`config.mk`:
```
export PLATFORM = sky130hd
export DESIGN_NAME = instr_fetch_flat
export DESIGN_NICKNAME = d
export VERILOG_FILES = /design/src/rtl/instr_fetch_if.sv /design/src/rtl/instr_fetch.sv /design/src/flat_wrapper.sv
export SDC_FILE = /design/constraint.sdc
export NUM_CORES = 2
export LEC_CHECK = 0
export CAP_MARGIN = 0
export CORE_AREA = 2 2 428 473
export DETAILED_ROUTE_END_ITERATION = 10
export DIE_AREA = 0 0 430 475
export SYNTH_ARGS = -nofsm -noshare
export SYNTH_HDL_FRONTEND = slang
export SYNTH_SLANG_ARGS = --single-unit
```
`constraint.sdc`:
```
create_clock -name clk -period 8 [get_ports clk]
set_input_delay 0.8 -clock clk [delete_from_list [all_inputs] [get_ports clk]]
set_output_delay 0.8 -clock clk [all_outputs]
set_load 0.05 [all_outputs]
```
`src/rtl/instr_fetch_if.sv`:
```
// Handshake, program-load and fetch-output bundle between the fetch unit and its environment.
// FETCH_STALL_EN adds the stall input.
interface instr_fetch_if #(
  parameter int PC_W  = 8,
  parameter int CNT_W = 16
);
  logic             start;
  logic             load_en;
  logic [PC_W-1:0]  load_addr;
  logic [8:0]       load_data;
  logic             branch;
  logic             branch_conditional;
  logic             zero_flag;
`ifdef FETCH_STALL_EN
  logic             stall;
`endif
  logic [8:0]       instruction;
  logic             instr_valid;
  logic [PC_W-1:0]  pc;
  logic             done;
  logic [CNT_W-1:0] retired;

  modport master (
`ifdef FETCH_STALL_EN
    output stall,
`endif
    output start, load_en, load_addr, load_data,
    output branch, branch_conditional, zero_flag,
    input  instruction, instr_valid, pc, done, retired
  );

  modport slave (
`ifdef FETCH_STALL_EN
    input  stall,
`endif
    input  start, load_en, load_addr, load_data,
    input  branch, branch_conditional, zero_flag,
    output instruction, instr_valid, pc, done, retired
  );
endinterface

```
`src/rtl/instr_fetch.sv`:
```
// Instruction fetch front end: program memory, PC, IR and retired counter under a start/done handshake.
// Optional FETCH_STALL_EN: a stall input freezes fetch while running.
module instr_fetch #(
  parameter int PC_W  = 8,
  parameter int CNT_W = 16
) (
  input  logic          clk,
  input  logic          rst_n,
  instr_fetch_if.slave  io_bus
);
  localparam int         DEPTH     = 1 << PC_W;
  localparam logic [8:0] HALT_WORD = 9'b110_000000;

  typedef enum logic [1:0] {S_IDLE, S_RUN, S_DONE} state_t;

  state_t           r_state, w_nextState;
  logic [8:0]       r_mem [DEPTH];
  logic [8:0]       r_ir, w_nextIr;
  logic [PC_W-1:0]  r_pc, w_nextPc;
  logic [CNT_W-1:0] r_retired, w_nextRetired;
  logic             r_valid, w_nextValid;
  logic             r_done, w_nextDone;

  logic             w_taken;
  logic             w_halt;
  logic             w_stall;
  logic             w_load;
  logic [PC_W-1:0]  w_offset;
  logic [PC_W-1:0]  w_seqPc;
  logic [8:0]       w_seqWord;
  logic [8:0]       w_word0;

`ifdef FETCH_STALL_EN
  assign w_stall = io_bus.stall;
`else
  assign w_stall = 1'b0;
`endif

  // Next PC is resolved in the same cycle, so a taken branch costs no bubble.
  assign w_taken   = io_bus.branch & (~io_bus.branch_conditional | io_bus.zero_flag);
  assign w_offset  = {{(PC_W-6){r_ir[5]}}, r_ir[5:0]};
  assign w_seqPc   = w_taken ? (r_pc + w_offset) : (r_pc + PC_W'(1));
  assign w_seqWord = r_mem[w_seqPc];
  assign w_word0   = r_mem[0];
  assign w_halt    = (r_ir == HALT_WORD);

  assign w_load = rst_n & io_bus.load_en & (r_state != S_RUN);

  always_ff @(posedge clk) begin
    if (w_load) begin
      r_mem[io_bus.load_addr] <= io_bus.load_data;
    end
  end

  always_comb begin
    w_nextState   = r_state;
    w_nextIr      = r_ir;
    w_nextPc      = r_pc;
    w_nextRetired = r_retired;
    w_nextValid   = r_valid;
    w_nextDone    = r_done;
    case (r_state)
      S_IDLE, S_DONE: begin
        if (io_bus.start) begin
          w_nextState   = S_RUN;
          w_nextIr      = w_word0;
          w_nextPc      = '0;
          w_nextRetired = '0;
          w_nextDone    = 1'b0;
          w_nextValid   = 1'b1;
        end
      end
      S_RUN: begin
        if (!w_stall) begin
          // The halt word is not counted as retired.
          if (w_halt) begin
            w_nextState = S_DONE;
            w_nextDone  = 1'b1;
            w_nextValid = 1'b0;
          end else begin
            w_nextPc = w_seqPc;
            w_nextIr = w_seqWord;
            if (r_retired != {CNT_W{1'b1}}) begin
              w_nextRetired = r_retired + CNT_W'(1);
            end
          end
        end
      end
      default: begin
        w_nextState = S_IDLE;
      end
    endcase
  end

  always_ff @(posedge clk) begin
    if (!rst_n) begin
      r_state   <= S_IDLE;
      r_ir      <= '0;
      r_pc      <= '0;
      r_retired <= '0;
      r_valid   <= 1'b0;
      r_done    <= 1'b0;
    end else begin
      r_state   <= w_nextState;
      r_ir      <= w_nextIr;
      r_pc      <= w_nextPc;
      r_retired <= w_nextRetired;
      r_valid   <= w_nextValid;
      r_done    <= w_nextDone;
    end
  end

  assign io_bus.instruction = r_ir;
  assign io_bus.instr_valid = r_valid;
  assign io_bus.pc          = r_pc;
  assign io_bus.done        = r_done;
  assign io_bus.retired     = r_retired;
endmodule

```
`src/flat_wrapper.sv`:
```
// flat-port wrapper written by rule: the top's interface ports become plain ports
module instr_fetch_flat 
#(
  parameter int PC_W  = 8,
  parameter int CNT_W = 16
)
  (clk, rst_n, io_bus_start, io_bus_load_en, io_bus_load_addr, io_bus_load_data, io_bus_branch, io_bus_branch_conditional, io_bus_zero_flag, io_bus_instruction, io_bus_instr_valid, io_bus_pc, io_bus_done, io_bus_retired);
  instr_fetch_if #(.PC_W(PC_W), .CNT_W(CNT_W)) io_bus_i ();
  input  logic clk;
  input  logic rst_n;
  input wire logic [$bits(io_bus_i.start)-1:0] io_bus_start;
  input wire logic [$bits(io_bus_i.load_en)-1:0] io_bus_load_en;
  input wire logic [$bits(io_bus_i.load_addr)-1:0] io_bus_load_addr;
  input wire logic [$bits(io_bus_i.load_data)-1:0] io_bus_load_data;
  input wire logic [$bits(io_bus_i.branch)-1:0] io_bus_branch;
  input wire logic [$bits(io_bus_i.branch_conditional)-1:0] io_bus_branch_conditional;
  input wire logic [$bits(io_bus_i.zero_flag)-1:0] io_bus_zero_flag;
  output wire logic [$bits(io_bus_i.instruction)-1:0] io_bus_instruction;
  output wire logic [$bits(io_bus_i.instr_valid)-1:0] io_bus_instr_valid;
  output wire logic [$bits(io_bus_i.pc)-1:0] io_bus_pc;
  output wire logic [$bits(io_bus_i.done)-1:0] io_bus_done;
  output wire logic [$bits(io_bus_i.retired)-1:0] io_bus_retired;
  assign io_bus_i.start = io_bus_start;
  assign io_bus_i.load_en = io_bus_load_en;
  assign io_bus_i.load_addr = io_bus_load_addr;
  assign io_bus_i.load_data = io_bus_load_data;
  assign io_bus_i.branch = io_bus_branch;
  assign io_bus_i.branch_conditional = io_bus_branch_conditional;
  assign io_bus_i.zero_flag = io_bus_zero_flag;
  assign io_bus_instruction = io_bus_i.instruction;
  assign io_bus_instr_valid = io_bus_i.instr_valid;
  assign io_bus_pc = io_bus_i.pc;
  assign io_bus_done = io_bus_i.done;
  assign io_bus_retired = io_bus_i.retired;
  instr_fetch #(.PC_W(PC_W), .CNT_W(CNT_W)) u_core (.clk(clk), .rst_n(rst_n), .io_bus(io_bus_i));
endmodule
```
==> flow_metrics.env <==
export IMPL_start_util_pct=45.9
export IMPL_crit_type="flop to flop"
export IMPL_synth_top_area_share_pct=75.7
export IMPL_portBuffers=58
export IMPL_irDropWorstVdd_mv=0.251
export IMPL_crit_chain="nand2b_1 -> ha_4 -> inv_1 -> fa_4 -> xnor2_2 -> buf_4 -> buf_12 -> mux4_2 -> o21a_1 -> a211oi_1 -> a31oi_1 -> a32o_1 -> a221oi_1 -> nand4_1 -> a22o_1"
export IMPL_synth_seq_cells=2341
export IMPL_cts_root_buf="clkbuf_16"
export IMPL_mostFrequentLayoutCells="edfxtp_1 (2304), mux4_2 (610), nand2_1 (335)"
export IMPL_crit_family="compound AO/OA/AOI/OAI gates"
export IMPL_vias_per_cell=6.04
export IMPL_rr_startpoint="u_core.io_bus.instruction[0]"
export IMPL_power_leakage_nw=32.1
export IMPL_worstSetupEndpointType="flop"
export IMPL_hold_end="u_core.r_mem[66][1]"
export IMPL_drv_slew=0
export IMPL_cts_sink_count=2341
export IMPL_cts_setup_buffers=0
export IMPL_syn_area_per_cell_um2=20.5
export IMPL_dp_cells=6951
export IMPL_antenna_found_initial=7
export IMPL_cts_resized=0
export IMPL_relSlewSlack_pct=14.7
export IMPL_hold_depth=1
export IMPL_ys_warn_count=0
export IMPL_grt_usage_pct=23.0
export IMPL_grt_ovfl_total=0
export IMPL_core_mm2=0.199
export IMPL_path_clk_slew_ns=0.06
export IMPL_max_cap_violations=0
export IMPL_nFillCells=15500
export IMPL_holdBufCountCts=0
export IMPL_design_area_mm2=0.102
export IMPL_critPathSlowestCell="a221oi_1"
export IMPL_rsz0062_at_grt="false"
export IMPL_status="completed"
export IMPL_final_nets=4606
export IMPL_die_x_um=430
export IMPL_fmax_ghz=0.168
export IMPL_dpl_cell_area_mm2=0.0953
export IMPL_ff2ff_path_depth=15
export IMPL_place_hpwl_um=137000
export IMPL_cp_buffers_inverters=3
export IMPL_crit_required_ns=8.75
export IMPL_place_gp_congestion=0.825
export IMPL_grt_pass1_vias=45300
export IMPL_drc=0
export IMPL_period_share_pct=74.4
export IMPL_vias=44600
export IMPL_crit_fanout=68
export IMPL_wl_um=234000
export IMPL_ys_seq_area_share_pct=76.5
export IMPL_grt_pass1_wl_um=335000
export IMPL_first_pass_iters=6
export IMPL_cpPeakStageDelay_ns=0.98
export IMPL_synth_top_cell_by_area="edfxtp_1"
export IMPL_tightest_slew_ns=1.28
export IMPL_die_area_mm2=0.204
export IMPL_startpoint_type="flop"
export IMPL_synth_top_flop_cell="edfxtp_1"
export IMPL_hp_class="input pin to flop"
export IMPL_syn_to_final_growth_pct=12.2
export IMPL_grt_max_degree=136
export IMPL_rrSetupSlack_ns=2.05
export IMPL_power_total_mw=26.3
export IMPL_syn_cell_area_mm2=0.0914
export IMPL_finalNonFillerCells=7379
export IMPL_async_reset_ff_share_pct=0
export IMPL_cts_tree="yes"
export IMPL_worstReg2RegEnd="u_core.io_bus.instruction[3]"
export IMPL_drt_iter0_markers=4892
export IMPL_final_common_cell="edfxtp_1"
export IMPL_clk_latency_ns=0.89
export IMPL_fin_tns_setup_ns=0
export IMPL_yosys_top_cells_area="edfxtp_1 (76%), mux4_2 (15%), nand2_1 (1.4%), nor2_1 (1.3%), nand3_1 (0.82%)"
export IMPL_powerDensity_mw_per_mm2=257
export IMPL_h_tree_depth=4
export IMPL_arrival_ns=6.70
export IMPL_ys_types=67
export IMPL_row_count=172
export IMPL_clk_path_buf_depth=3
export IMPL_ios=59
export IMPL_ant_nets=0
export IMPL_finalSetupViolCount=0
export IMPL_hold_viol=0
export IMPL_die_y_um=475
export IMPL_synth_nets=4479
export IMPL_synth_edf_count=2304
export IMPL_fin_worst_skew_ns=0.0480
export IMPL_drive_gt1_share_pct=22.7
export IMPL_wl_per_cell_um=31.8
export IMPL_cts_buffers=230
export IMPL_synth_cells=4446
export IMPL_finalCriticalPeriod_ns=5.95
export IMPL_hp_start="io_bus_load_data[1]"
[cell type report]
cell class | instances | area (µm²) | share of cell area [%]
inverter | 9 | 33.8 | 0.0330
clock inverter | 129 | 1100 | 1.07
sequential | 2341 | 69900 | 68.2
timing repair buffer | 154 | 1640 | 1.60
tap | 2610 | 3270 | 3.19
antenna | 2 | 5.00 | 0.00488
multi-input combinational | 1837 | 20400 | 19.9
clock buffer | 297 | 6130 | 5.98
[routing by layer]
| metal | up-vias | global-route usage [%] | share of wire, % |
|---|---|---|---|
| met3 | 417 | 3.71 | 6.4 |
| met2 | 1742 | 38.8 | 51 |
| li1 | 18500 | - | - |
| met4 | 8 | 8.27 | 3.6 |
| met5 | - | 0 | 0.023 |
| met1 | 23900 | 30.5 | 39 |
[power by group]
| group | total, mW | switching (mW) | leakage [nW] | internal, mW |
|---|---|---|---|---|
| Clock | 10.4 | 4.61 | 3.55 | 5.82 |
| Sequential | 13.5 | 0.0238 | 21.0 | 13.5 |
| Combinational | 2.41 | 1.47 | 7.53 | 0.931 |
| Total | 26.3 | 6.11 | 32.1 | 20.2 |
[synthesized netlist by cell type, drive strengths merged, types with 3 or more instances]
| cell type | instances |
|---|---|
| nand2b | 13 |
| buf | 133 |
| and4 | 3 |
| dfxtp | 37 |
| a311oi | 27 |
| nor3 | 17 |
| inv | 9 |
| nor3b | 5 |
| a21boi | 5 |
| o211ai | 18 |
| xnor2 | 9 |
| and3 | 25 |
| a211oi | 15 |
| nand3 | 150 |
| a22oi | 10 |
| o21a | 6 |
| nand4 | 11 |
| mux2 | 6 |
| edfxtp | 2304 |
| mux4 | 610 |
| o21ai | 22 |
| a31oi | 7 |
| a311o | 6 |
| a32o | 5 |
| ha | 8 |
| a221oi | 10 |
| mux2i | 64 |
| or2 | 4 |
| xor2 | 11 |
| o21bai | 3 |
| nor4 | 4 |
| a22o | 7 |
| a211o | 3 |
| a21oi | 25 |
| o31ai | 3 |
| nor2 | 312 |
| nand2 | 347 |
| clkbuf | 126 |
| nor2b | 20 |
| and2 | 13 |
| o2111ai | 12 |
[metrics by stage]
step	utilization, %	hold WS [ns]	setup WS, ns
6_report	51.5	0.389	2.05
2_1_floorplan	-	0.452	3.66
3_5_place_dp	47.9	0.464	1.21
4_1_cts	51.5	0.360	2.01
3_3_place_gp	47.8	0.456	0.708
5_1_grt	51.5	0.393	1.90
[logic make-up (layout without fill, tap and decap cells)]
kind of cell / Yosys count / count (layout) / synth area share, %
AOI/OAI and AO/OA: 199 / 199 / 1.64
buffers and inverters: 268 / 589 / 1.32
muxes: 680 / 680 / 15.8
xor gates and xnor gates: 21 / 21 / 0.216
other: 0 / 2 / 0
DFF: 2341 / 2341 / 76.5
adders and majority gates: 9 / 9 / 0.131
and+or+nand+nor: 928 / 928 / 4.34
[how the worst max path moves through the flow]
stage | start | end | slack, ns | cells past startpoint
2_1_floorplan | io_bus_zero_flag | u_core.io_bus.instruction[2] | 3.66 | 17
3_3_place_gp | io_bus_zero_flag | u_core.io_bus.instruction[0] | 0.71 | 18
3_5_place_dp | io_bus_zero_flag | u_core.io_bus.instruction[3] | 1.21 | 18
4_1_cts | u_core.io_bus.instruction[0] | u_core.io_bus.instruction[3] | 2.01 | 15
5_1_grt | u_core.io_bus.instruction[0] | u_core.io_bus.instruction[3] | 1.90 | 15
6_report | u_core.io_bus.instruction[0] | u_core.io_bus.instruction[3] | 2.05 | 15
[registers in the layout, indices dropped and copies added, names as in the netlist]
signal                     flops
u_core.r_mem                2304
u_core.io_bus.pc               8
u_core.io_bus.done             1
u_core.io_bus.instruction      9
u_core.io_bus.retired         16
u_core.io_bus.instr_valid      1
u_core.r_state                 2
Power figures use the tool's default switching activity.
